<file path="src/rtl/fpadd_share_ctrl.sv">
// fpadd_share_ctrl: round-robin sharing of one pipelined fp16 adder.
// Optional WAIT watchdog is compiled in with FPADD_SHARE_TIMEOUT_EN.
module fpadd_share_ctrl #(
  parameter int NREQ    = 4,
  parameter int IDW     = 2,
  parameter int TIMEOUT = 64
) (
  input  logic               clk,
  input  logic               rst_n,
  input  logic [NREQ-1:0]    req_valid,
  output logic [NREQ-1:0]    req_ready,
  input  logic [16*NREQ-1:0] req_a,
  input  logic [16*NREQ-1:0] req_b,
  output logic               add_enable,
  output logic [15:0]        add_in1,
  output logic [15:0]        add_in2,
  input  logic               add_done,
  input  logic [15:0]        add_sum,
  output logic               rsp_valid,
  input  logic               rsp_ready,
  output logic [IDW-1:0]     rsp_id,
  output logic [15:0]        rsp_sum,
  output logic               rsp_err,
  output logic               busy
);

  typedef enum logic [2:0] {
    IDLE,
    ISSUE,
    OPB,
    WAIT,
    RESP
  } state_e;

  typedef logic [$clog2(TIMEOUT+1)-1:0] cnt_t;

  state_e         state_q, state_d;
  logic [IDW-1:0] rr_q, rr_d;
  logic [IDW-1:0] id_q, id_d;
  logic [IDW-1:0] rsp_id_q, rsp_id_d;
  logic [15:0]    b_q, b_d;
  logic [15:0]    in1_q, in1_d;
  logic [15:0]    in2_q, in2_d;
  logic [15:0]    sum_q, sum_d;
  logic           rv_q, rv_d;

  logic            gnt_vld;
  logic [IDW-1:0]  gnt_id;
  logic [NREQ-1:0] gnt_oh;
  logic [15:0]     gnt_a, gnt_b;
  int              best;

`ifdef FPADD_SHARE_TIMEOUT_EN
  cnt_t cnt_q, cnt_d;
  logic err_q, err_d;
`endif

  // Closest valid requester at or after rr_q, measured cyclically.
  always_comb begin
    gnt_vld = |req_valid;
    gnt_id  = '0;
    gnt_oh  = '0;
    gnt_a   = '0;
    gnt_b   = '0;
    best    = NREQ;
    for (int i = 0; i < NREQ; i++) begin
      if (req_valid[i] &&
          ((i + NREQ - int'(rr_q)) % NREQ) < best) begin
        best      = (i + NREQ - int'(rr_q)) % NREQ;
        gnt_id    = IDW'(i);
        gnt_oh    = '0;
        gnt_oh[i] = 1'b1;
        gnt_a     = req_a[16*i +: 16];
        gnt_b     = req_b[16*i +: 16];
      end
    end
  end

  always_comb begin
    state_d  = state_q;
    rr_d     = rr_q;
    id_d     = id_q;
    rsp_id_d = rsp_id_q;
    b_d      = b_q;
    in1_d    = in1_q;
    in2_d    = in2_q;
    sum_d    = sum_q;
    rv_d     = rv_q;
`ifdef FPADD_SHARE_TIMEOUT_EN
    cnt_d    = cnt_q;
    err_d    = err_q;
`endif
    unique case (state_q)
      IDLE: begin
        if (gnt_vld) begin
          in1_d   = gnt_a;
          b_d     = gnt_b;
          id_d    = gnt_id;
          rr_d    = (int'(gnt_id) == NREQ-1) ? '0
                                             : gnt_id + 1'b1;
          state_d = ISSUE;
        end
      end
      ISSUE: begin
        in2_d   = b_q;
        state_d = OPB;
      end
      OPB: begin
`ifdef FPADD_SHARE_TIMEOUT_EN
        cnt_d   = '0;
`endif
        state_d = WAIT;
      end
      WAIT: begin
        if (add_done) begin
          sum_d    = add_sum;
          rsp_id_d = id_q;
          rv_d     = 1'b1;
          state_d  = RESP;
`ifdef FPADD_SHARE_TIMEOUT_EN
        end else if (cnt_q == cnt_t'(TIMEOUT-1)) begin
          sum_d    = 16'h7E00;
          rsp_id_d = id_q;
          rv_d     = 1'b1;
          err_d    = 1'b1;
          state_d  = RESP;
        end else begin
          cnt_d    = cnt_q + 1'b1;
`endif
        end
      end
      RESP: begin
        if (rsp_ready) begin
          rv_d    = 1'b0;
`ifdef FPADD_SHARE_TIMEOUT_EN
          err_d   = 1'b0;
`endif
          state_d = IDLE;
        end
      end
      default: state_d = IDLE;
    endcase
  end

  always_ff @(posedge clk or negedge rst_n) begin
    if (!rst_n) begin
      state_q  <= IDLE;
      rr_q     <= '0;
      id_q     <= '0;
      rsp_id_q <= '0;
      b_q      <= '0;
      in1_q    <= '0;
      in2_q    <= '0;
      sum_q    <= '0;
      rv_q     <= 1'b0;
    end else begin
      state_q  <= state_d;
      rr_q     <= rr_d;
      id_q     <= id_d;
      rsp_id_q <= rsp_id_d;
      b_q      <= b_d;
      in1_q    <= in1_d;
      in2_q    <= in2_d;
      sum_q    <= sum_d;
      rv_q     <= rv_d;
    end
  end

`ifdef FPADD_SHARE_TIMEOUT_EN
  always_ff @(posedge clk or negedge rst_n) begin
    if (!rst_n) begin
      cnt_q <= '0;
      err_q <= 1'b0;
    end else begin
      cnt_q <= cnt_d;
      err_q <= err_d;
    end
  end

  assign rsp_err = err_q;
`else
  assign rsp_err = 1'b0;
`endif

  // rst_n gate keeps the grant pulse quiet while reset is held.
  assign req_ready  = (state_q == IDLE && rst_n) ? gnt_oh : '0;
  assign add_enable = (state_q == ISSUE);
  assign add_in1    = in1_q;
  assign add_in2    = in2_q;
  assign rsp_valid  = rv_q;
  assign rsp_id     = rsp_id_q;
  assign rsp_sum    = sum_q;
  assign busy       = (state_q != IDLE);

endmodule

</file>
<file path="config.mk">
export PLATFORM = sky130hd
export DESIGN_NAME = fpadd_share_ctrl
export DESIGN_NICKNAME = d
export VERILOG_FILES = /design/src/rtl/fpadd_share_ctrl.sv
export SDC_FILE = /design/constraint.sdc
export NUM_CORES = 1
export LEC_CHECK = 0
export ABC_AREA = 1
export CORE_MARGIN = 1
export CORE_UTILIZATION = 46
export DETAILED_ROUTE_END_ITERATION = 12
export DONT_BUFFER_PORTS = 1
export GPL_TIMING_DRIVEN = 0
export SLEW_MARGIN = 20
export SYNTH_ARGS = -nofsm -noshare
export SYNTH_HDL_FRONTEND = slang
export SYNTH_SLANG_ARGS = --single-unit
</file>
<file path="constraint.sdc">
create_clock -name clk -period 4.4 [get_ports clk]
set_input_delay 0.88 -clock clk [delete_from_list [all_inputs] [get_ports clk]]
set_output_delay 0.88 -clock clk [all_outputs]
set_load 0.02 [all_outputs]
</file>
### After elaboration in Yosys (flattened, before gate mapping)

Index checks and enable logic that the tools add are counted.

| cells by class | value |
|---|---|
| divide/modulo/power cells | 0 |
| shift operators | 0 |
| multipliers | 0 |
| bitwise logic cells | 4 |
| equal/unequal tests | 8 |
| multiplexer cells | 27 |
| add/sub/neg operators | 5 |
| reduce and logical (&&, ||, !) cells | 17 |
| order comparisons | 4 |

Operator list:

| operator | number |
|---|---|
| 16-bit 2-to-1 mux | 8 |
| 3-bit by 32-bit less-than comparator with 1-bit output | 3 |
| 32-bit 2-to-1 mux | 3 |
| 3-bit by 2-bit subtractor with 4-bit output (first input constant) | 4 |
| 3-bit case mux with 5 select lines | 1 |
| 4-bit 2-to-1 mux | 3 |
| 3-bit 2-to-1 mux | 3 |
| 2-bit 2-to-1 mux | 4 |
| 2-bit OR reduction | 4 |
| 3-bit by 2-bit equality test with 1-bit output (second input constant) | 2 |
| 2-bit inequality test (second input constant) | 3 |
| 3-bit AND reduction | 2 |
| 1-bit logical AND | 5 |
| 1-bit AND | 4 |
| 3-bit by 4-bit less-than comparator with 1-bit output (second input constant) | 1 |
| 1-bit 2-to-1 mux | 4 |
| 2-bit AND reduction | 2 |
| 4-bit OR reduction | 1 |
| 3-bit by 1-bit equality test with 1-bit output (second input constant) | 1 |
| 3-bit equality test (second input constant) | 1 |
| 3-bit logical NOT | 1 |
| 3-bit nonzero test | 1 |
| 2-bit by 1-bit adder with 2-bit output (second input constant) | 1 |
| 2-bit by 1-bit equality test with 1-bit output (second input constant) | 1 |
| other kinds (2) | 2 |

| word-level totals | value |
|---|---|
| ROM bits | 0 |
| output and inout bits | 58 |
| memories | 0 |
| bits in latches | 0 |
| bits of input ports | 152 |
| register bits | 74 |
| bits in writable memories | 0 |

### Longest topological paths before layout

| logic depth | value |
|---|---|
| word-level depth | 17 |
| depth in mapped cells | 26 |

### Least setup slack after synthesis

Ideal clock, no wire load.

| timing | value |
|---|---|
| path type | input port to output port |
| from | input port req_valid[0] |
| to | output port req_ready[0] |
| arrival | 3569 ps |
| stages | 21 |
| required time | 3520 ps |
| setup slack | -49 ps |
| path buffers | 3 |
| path through | nand2_2 nand2_2 nand2_1 inv_2 buf_4 a22oi_1 ha_1 inv_1 nor2_1 nand2_1 nand3_1 buf_4 buf_2 nand2_1 o21ai_0 ha_1 o21a_1 nand2_4 nand3_4 nand2_1 nor3_1 |

| between the ends | value |
|---|---|
| cells in the longest elaborated chain, start to end | 12 |
| elaborated cells on any way between the ends | 15 |

Ends and longest elaborated chain:

| item | line | text |
|---|---|---|
| start, declared | 10 | `input logic [NREQ-1:0] req_valid,` |
| 1-bit logical AND (*) | 67 | `if (req_valid[i] &&` |
| 32-bit 2-to-1 mux | 67 |  |
| 3-bit by 32-bit less-than comparator with 1-bit output | 68 | `((i + NREQ - int'(rr_q)) % NREQ) < best) begin` |
| 1-bit logical AND | 67 |  |
| 32-bit 2-to-1 mux | 67 |  |
| 3-bit by 32-bit less-than comparator with 1-bit output | 68 |  |
| 1-bit logical AND | 67 |  |
| 32-bit 2-to-1 mux | 67 |  |
| 3-bit by 32-bit less-than comparator with 1-bit output | 68 |  |
| 1-bit logical AND | 67 |  |
| 4-bit 2-to-1 mux (*) | 67 |  |
| 4-bit 2-to-1 mux (*) | 186 | `assign req_ready = (state_q == IDLE && rst_n) ? gnt_oh : '0;` |
| end, declared | 11 | `output logic [NREQ-1:0] req_ready,` |

Mark *: on every way between the ends. The rest lies on a longest branch, timed or not.

### Worst setup path after layout

| timing | value |
|---|---|
| from | register rr_q[1] |
| to | output port req_ready[2] |

| between the ends | value |
|---|---|
| cells in the longest elaborated chain, start to end | 16 |
| elaborated cells on any way between the ends | 26 |

Ends and longest elaborated chain:

| item | line | text |
|---|---|---|
| start, declared | 38 | `logic [IDW-1:0] rr_q, rr_d;` |
| start signal, assigned | 158 | `rr_q <= rr_d;` |
| 3-bit by 2-bit subtractor with 4-bit output | 68, 69 |  |
| 2-bit OR reduction (no line) | n/a |  |
| 1-bit AND (no line) | n/a |  |
| 3-bit by 4-bit less-than comparator with 1-bit output | 68 |  |
| 1-bit logical AND | 67 |  |
| 32-bit 2-to-1 mux | 67 |  |
| 3-bit by 32-bit less-than comparator with 1-bit output | 68 |  |
| 1-bit logical AND | 67 |  |
| 32-bit 2-to-1 mux | 67 |  |
| 3-bit by 32-bit less-than comparator with 1-bit output | 68 |  |
| 1-bit logical AND | 67 |  |
| 32-bit 2-to-1 mux | 67 |  |
| 3-bit by 32-bit less-than comparator with 1-bit output | 68 |  |
| 1-bit logical AND | 67 |  |
| 4-bit 2-to-1 mux (*) | 67 |  |
| 4-bit 2-to-1 mux (*) | 186 |  |

Marks and branches as above.

==> insert_results.sql <==
INSERT INTO impl_metrics (metric_group, metric, value, unit) VALUES
('status', 'result_of_the_run', 'finished, violations left', ''),
('status', 'failed_checks', 'design-rule violations', ''),
('worst_setup_path', 'startpoint_of_the_worst_register_to_register_path', 'rr_q[1]$_DFFE_PN0P_', ''),
('place', 'routability_congestion_estimate', '0.903', ''),
('cts', 'clock_tree.root_cell', 'sky130_fd_sc_hd__clkbuf_8', ''),
('finish', 'final_cell_area', '0.00477', 'mm²'),
('worst_setup_path', 'worst_path_max_delay_cell', 'sky130_fd_sc_hd__dfrtp_1', ''),
('worst_setup_path', 'crit_path_max_incr_delay', '0.40', 'ns'),
('worst_setup_path', 'arrival', '3.29', 'ns'),
('worst_setup_path', 'cpLargestDelayFamily', 'simple AND/OR/NAND/NOR gates', ''),
('worst_setup_path', 'setup.worst_path.class', 'flip-flop to primary output', ''),
('pwr', 'clkPwrFrac', '0.162', ''),
('global_routing', 'grt_pass1_wl', '19400', 'µm'),
('die', 'initial_utilization', '0.483', ''),
('global_routing', 'first_global_vias', '3910', ''),
('timing', 'worst_clock_skew', '0.00955', 'ns'),
('die', 'fp.dieW', '98.4', 'µm'),
('worst_setup_path', 'list_of_cells_traversed_by_the_critical_path', 'inv_2 -> nand2_2 -> nand2_2 -> nand2_4 -> nand2_4 -> inv_4 -> buf_6 -> a22oi_2 -> ha_1 -> inv_1 -> nor2_1 -> nand2_1 -> nand3_2 -> buf_6 -> nand2_1 -> o21ai_0 -> ha_1 -> o21a_1 -> nand2_4 -> nand3_4 -> buf_6 -> nand2_1 -> nor2_4', ''),
('finish', 'final_layout_size_suffix_gt1_frac', '0.137', ''),
('finish', 'fin_nets', '749', ''),
('pwr', 'sw_ratio', '0.479', ''),
('worst_setup_path', 'timing.critical_path.required', '3.52', 'ns'),
('die', 'fp.coreArea', '0.00885', 'mm²'),
('cts', 'cts_hold_repair.buffers', '0', ''),
('die', 'dieArea', '0.00969', 'mm²'),
('drt', 'routed_via_density', '5.41', ''),
('drt', 'vias', '3825', ''),
('logic_synthesis', 'synth_sequential_area_ratio', '0.433', ''),
('worst_setup_path', 'worst_r2r_path_depth', '25', ''),
('pwr', 'worst_ir_drop_vdd', '0.413', 'mV'),
('cts', 'cts.htree.levels', '3', ''),
('place', 'dp_hpwl', '9200', 'µm'),
('pwr', 'power_switching', '1880', 'µW'),
('cts', 'insertion_delay_of_the_later_clocked_pin_in_the_worst_skew_pair', '0.34', 'ns'),
('logic_synthesis', 'post_synth_num_cell_types', '27', ''),
('drt', 'drc', '11', ''),
('worst_setup_path', 'critical_path.n_buffers_inverters', '6', ''),
('cts', 'cts_buffers', '9', ''),
('cts', 'cts.reportedPaths.clkPinSlew', '0.08', 'ns'),
('timing', 'maxClockFrequency', '240', 'MHz'),
('logic_synthesis', 'synth.ff_latch_count', '74', ''),
('global_routing', 'antenna_found_initial', '0', ''),
('global_routing', 'largest_net_degree_at_the_start_of_global_routing', '76', ''),
('logic_synthesis', 'most_frequently_used_cell_type_in_the_post_synthesis_netlist', 'sky130_fd_sc_hd__nand2_1', ''),
('finish', 'antenna_cells', '0', ''),
('timing', 'rsz_0062_raised_after_global_routing', 'no', ''),
('logic_synthesis', 'number_of_enable_type_register_cells_in_the_synthesized_netlist', '0', ''),
('finish', 'fill_cells', '921', ''),
('pwr', 'power.leakage', '0.00260', 'µW'),
('logic_synthesis', 'synth_top_cell_area_share', '0.433', ''),
('logic_synthesis', 'syn_area', '0.00428', 'mm²'),
('cts', 'clock_tree_from_tritoncts', 'yes', ''),
('timing', 'finalSetupViolCount', '0', ''),
('pwr', 'internal_power', '2040', 'µW'),
('run', 'cap_violations', '0', ''),
('place', 'numPortBuffers', '0', ''),
('cts', 'cts.sinks', '74', ''),
('timing', 'max_slew_margin', '0.569', ''),
('logic_synthesis', 'netlist_top_cells_count', 'sky130_fd_sc_hd__nand2_1, sky130_fd_sc_hd__dfrtp_1, sky130_fd_sc_hd__nand4_1', ''),
('min_path', 'min-delay-path-class', 'input port to asynchronous set/reset pin', ''),
('die', 'floorplan.die.height', '98.4', 'µm'),
('drt', 'detail_route.first_pass.iterations', '9', ''),
('drt', 'drtIter0Drc', '141', ''),
('logic_synthesis', 'post_synth_main_area_contributors', 'sky130_fd_sc_hd__dfrtp_1, sky130_fd_sc_hd__nand2_1, sky130_fd_sc_hd__a22o_1', ''),
('logic_synthesis', 'yosys_top_cell_by_area', 'sky130_fd_sc_hd__dfrtp_1', ''),
('timing', 'finalHoldViolations', '0', ''),
('pwr', 'comb_power_share', '0.476', ''),
('drt', 'route.detailed.wl_per_inst', '17.4', 'µm'),
('pwr', 'cellPowerDensity', '822', 'mW/mm²'),
('timing', 'post-route-min-period', '4.17', 'ns'),
('global_routing', 'global_route.overflow_total', '0', '');
[registers in the layout, summed over array words and instances (netlist names)]
register   flops
rsp_valid      1
state_q        3
b_q           16
rr_q           2
id_q           2
rsp_sum       16
rsp_id         2
add_in2       16
add_in1       16
[area by class of cell]
class                      instances  area (µm²)  share of cell area
multi-input combinational        449        2200               0.461
sequential                        74        1850               0.389
buffer                            35         216              0.0454
tap                              108         135              0.0284
clock buffer                       9         124              0.0260
clock inverter                     6         113              0.0236
inverter                          18        70.1              0.0147
timing repair buffer               8        60.1              0.0126
[power groups by stage]
stage	Combinational [µW]	Clock [µW]	Sequential [µW]
after CTS	1830	651	1420
after global routing	2130	682	1450
final	1860	635	1420
after floorplan	1380	0	1380
after global placement	1720	0	1430
after detailed placement	1760	0	1430
[cells in the final DEF (no fill, tap or decap), drive strengths merged]
cell type | synthesis | final
a22o | 32 | 32
nand4 | 33 | 33
o21ai | 9 | 9
dfrtp | 74 | 74
nand3 | 4 | 4
clkinv | 1 | 2
ha | 2 | 2
clkbuf | 13 | 22
conb | 1 | 1
mux2 | 16 | 16
o211ai | 2 | 2
buf | 24 | 30
bufinv | 0 | 3
nand2 | 336 | 336
a22oi | 1 | 1
nor2 | 8 | 8
nor3 | 4 | 4
inv | 17 | 19
o21a | 1 | 1
[worst max-delay path by stage]
stage	from	to	slack [ns]	depth (start not counted)
final	rr_q[1]$_DFFE_PN0P_	req_ready[2]	0.23	23
after CTS	rr_q[1]$_DFFE_PN0P_	req_ready[0]	0.08	22
after detailed placement	req_valid[0]	req_ready[0]	-0.54	21
after floorplan	req_valid[0]	req_ready[0]	-0.05	21
after global routing	rr_q[1]$_DFFE_PN0P_	req_ready[2]	0.02	23
after global placement	req_valid[0]	req_ready[0]	-0.47	21
[layer usage]
layer | share of wire | vias to the layer above | track usage
li1 | - | 1901 | -
met1 | 0.42 | 1730 | 0.314
met2 | 0.49 | 176 | 0.446
met3 | 0.075 | 18 | 0.0716
met4 | 0.023 | 0 | 0.111
met5 | 0 | - | 0
[through the flow]
step	setup slack, ns	hold slack, ns	power, µW	TNS (ns)	std cells
floorplan	-0.0488	0.449	2760	-0.0977	578
global placement	-0.471	0.461	3150	-1.49	686
detailed placement	-0.538	0.459	3200	-1.76	686
CTS	0.0793	0.203	3900	0	704
global route	0.0166	0.193	4260	0	707
finish	0.233	0.218	3920	0	707
[kinds of logic (layout without fill, tap and decap cells)]
group | Yosys count | after routing | share of synthesized area
AO/OA/AOI/OAI | 45 | 45 | 0.0840
adder cells (fa/ha/maj) | 2 | 2 | 0.00585
buffers and inverters | 55 | 76 | 0.0670
flip-flops | 74 | 74 | 0.433
multiplexers | 16 | 16 | 0.0421
other | 1 | 1 | 0.000877
AND/OR/NAND/NOR | 385 | 385 | 0.367
[timing repair]
| item | 4_1_cts | 5_1_grt |
|---|---|---|
| pin swaps | 1 | 6 |
| setup buffers | 4 | 4 |
| resized for setup | 10 | 6 |
| setup endpoints to repair | 4 | 4 |
Note: power is estimated with default switching activity, not from simulation.
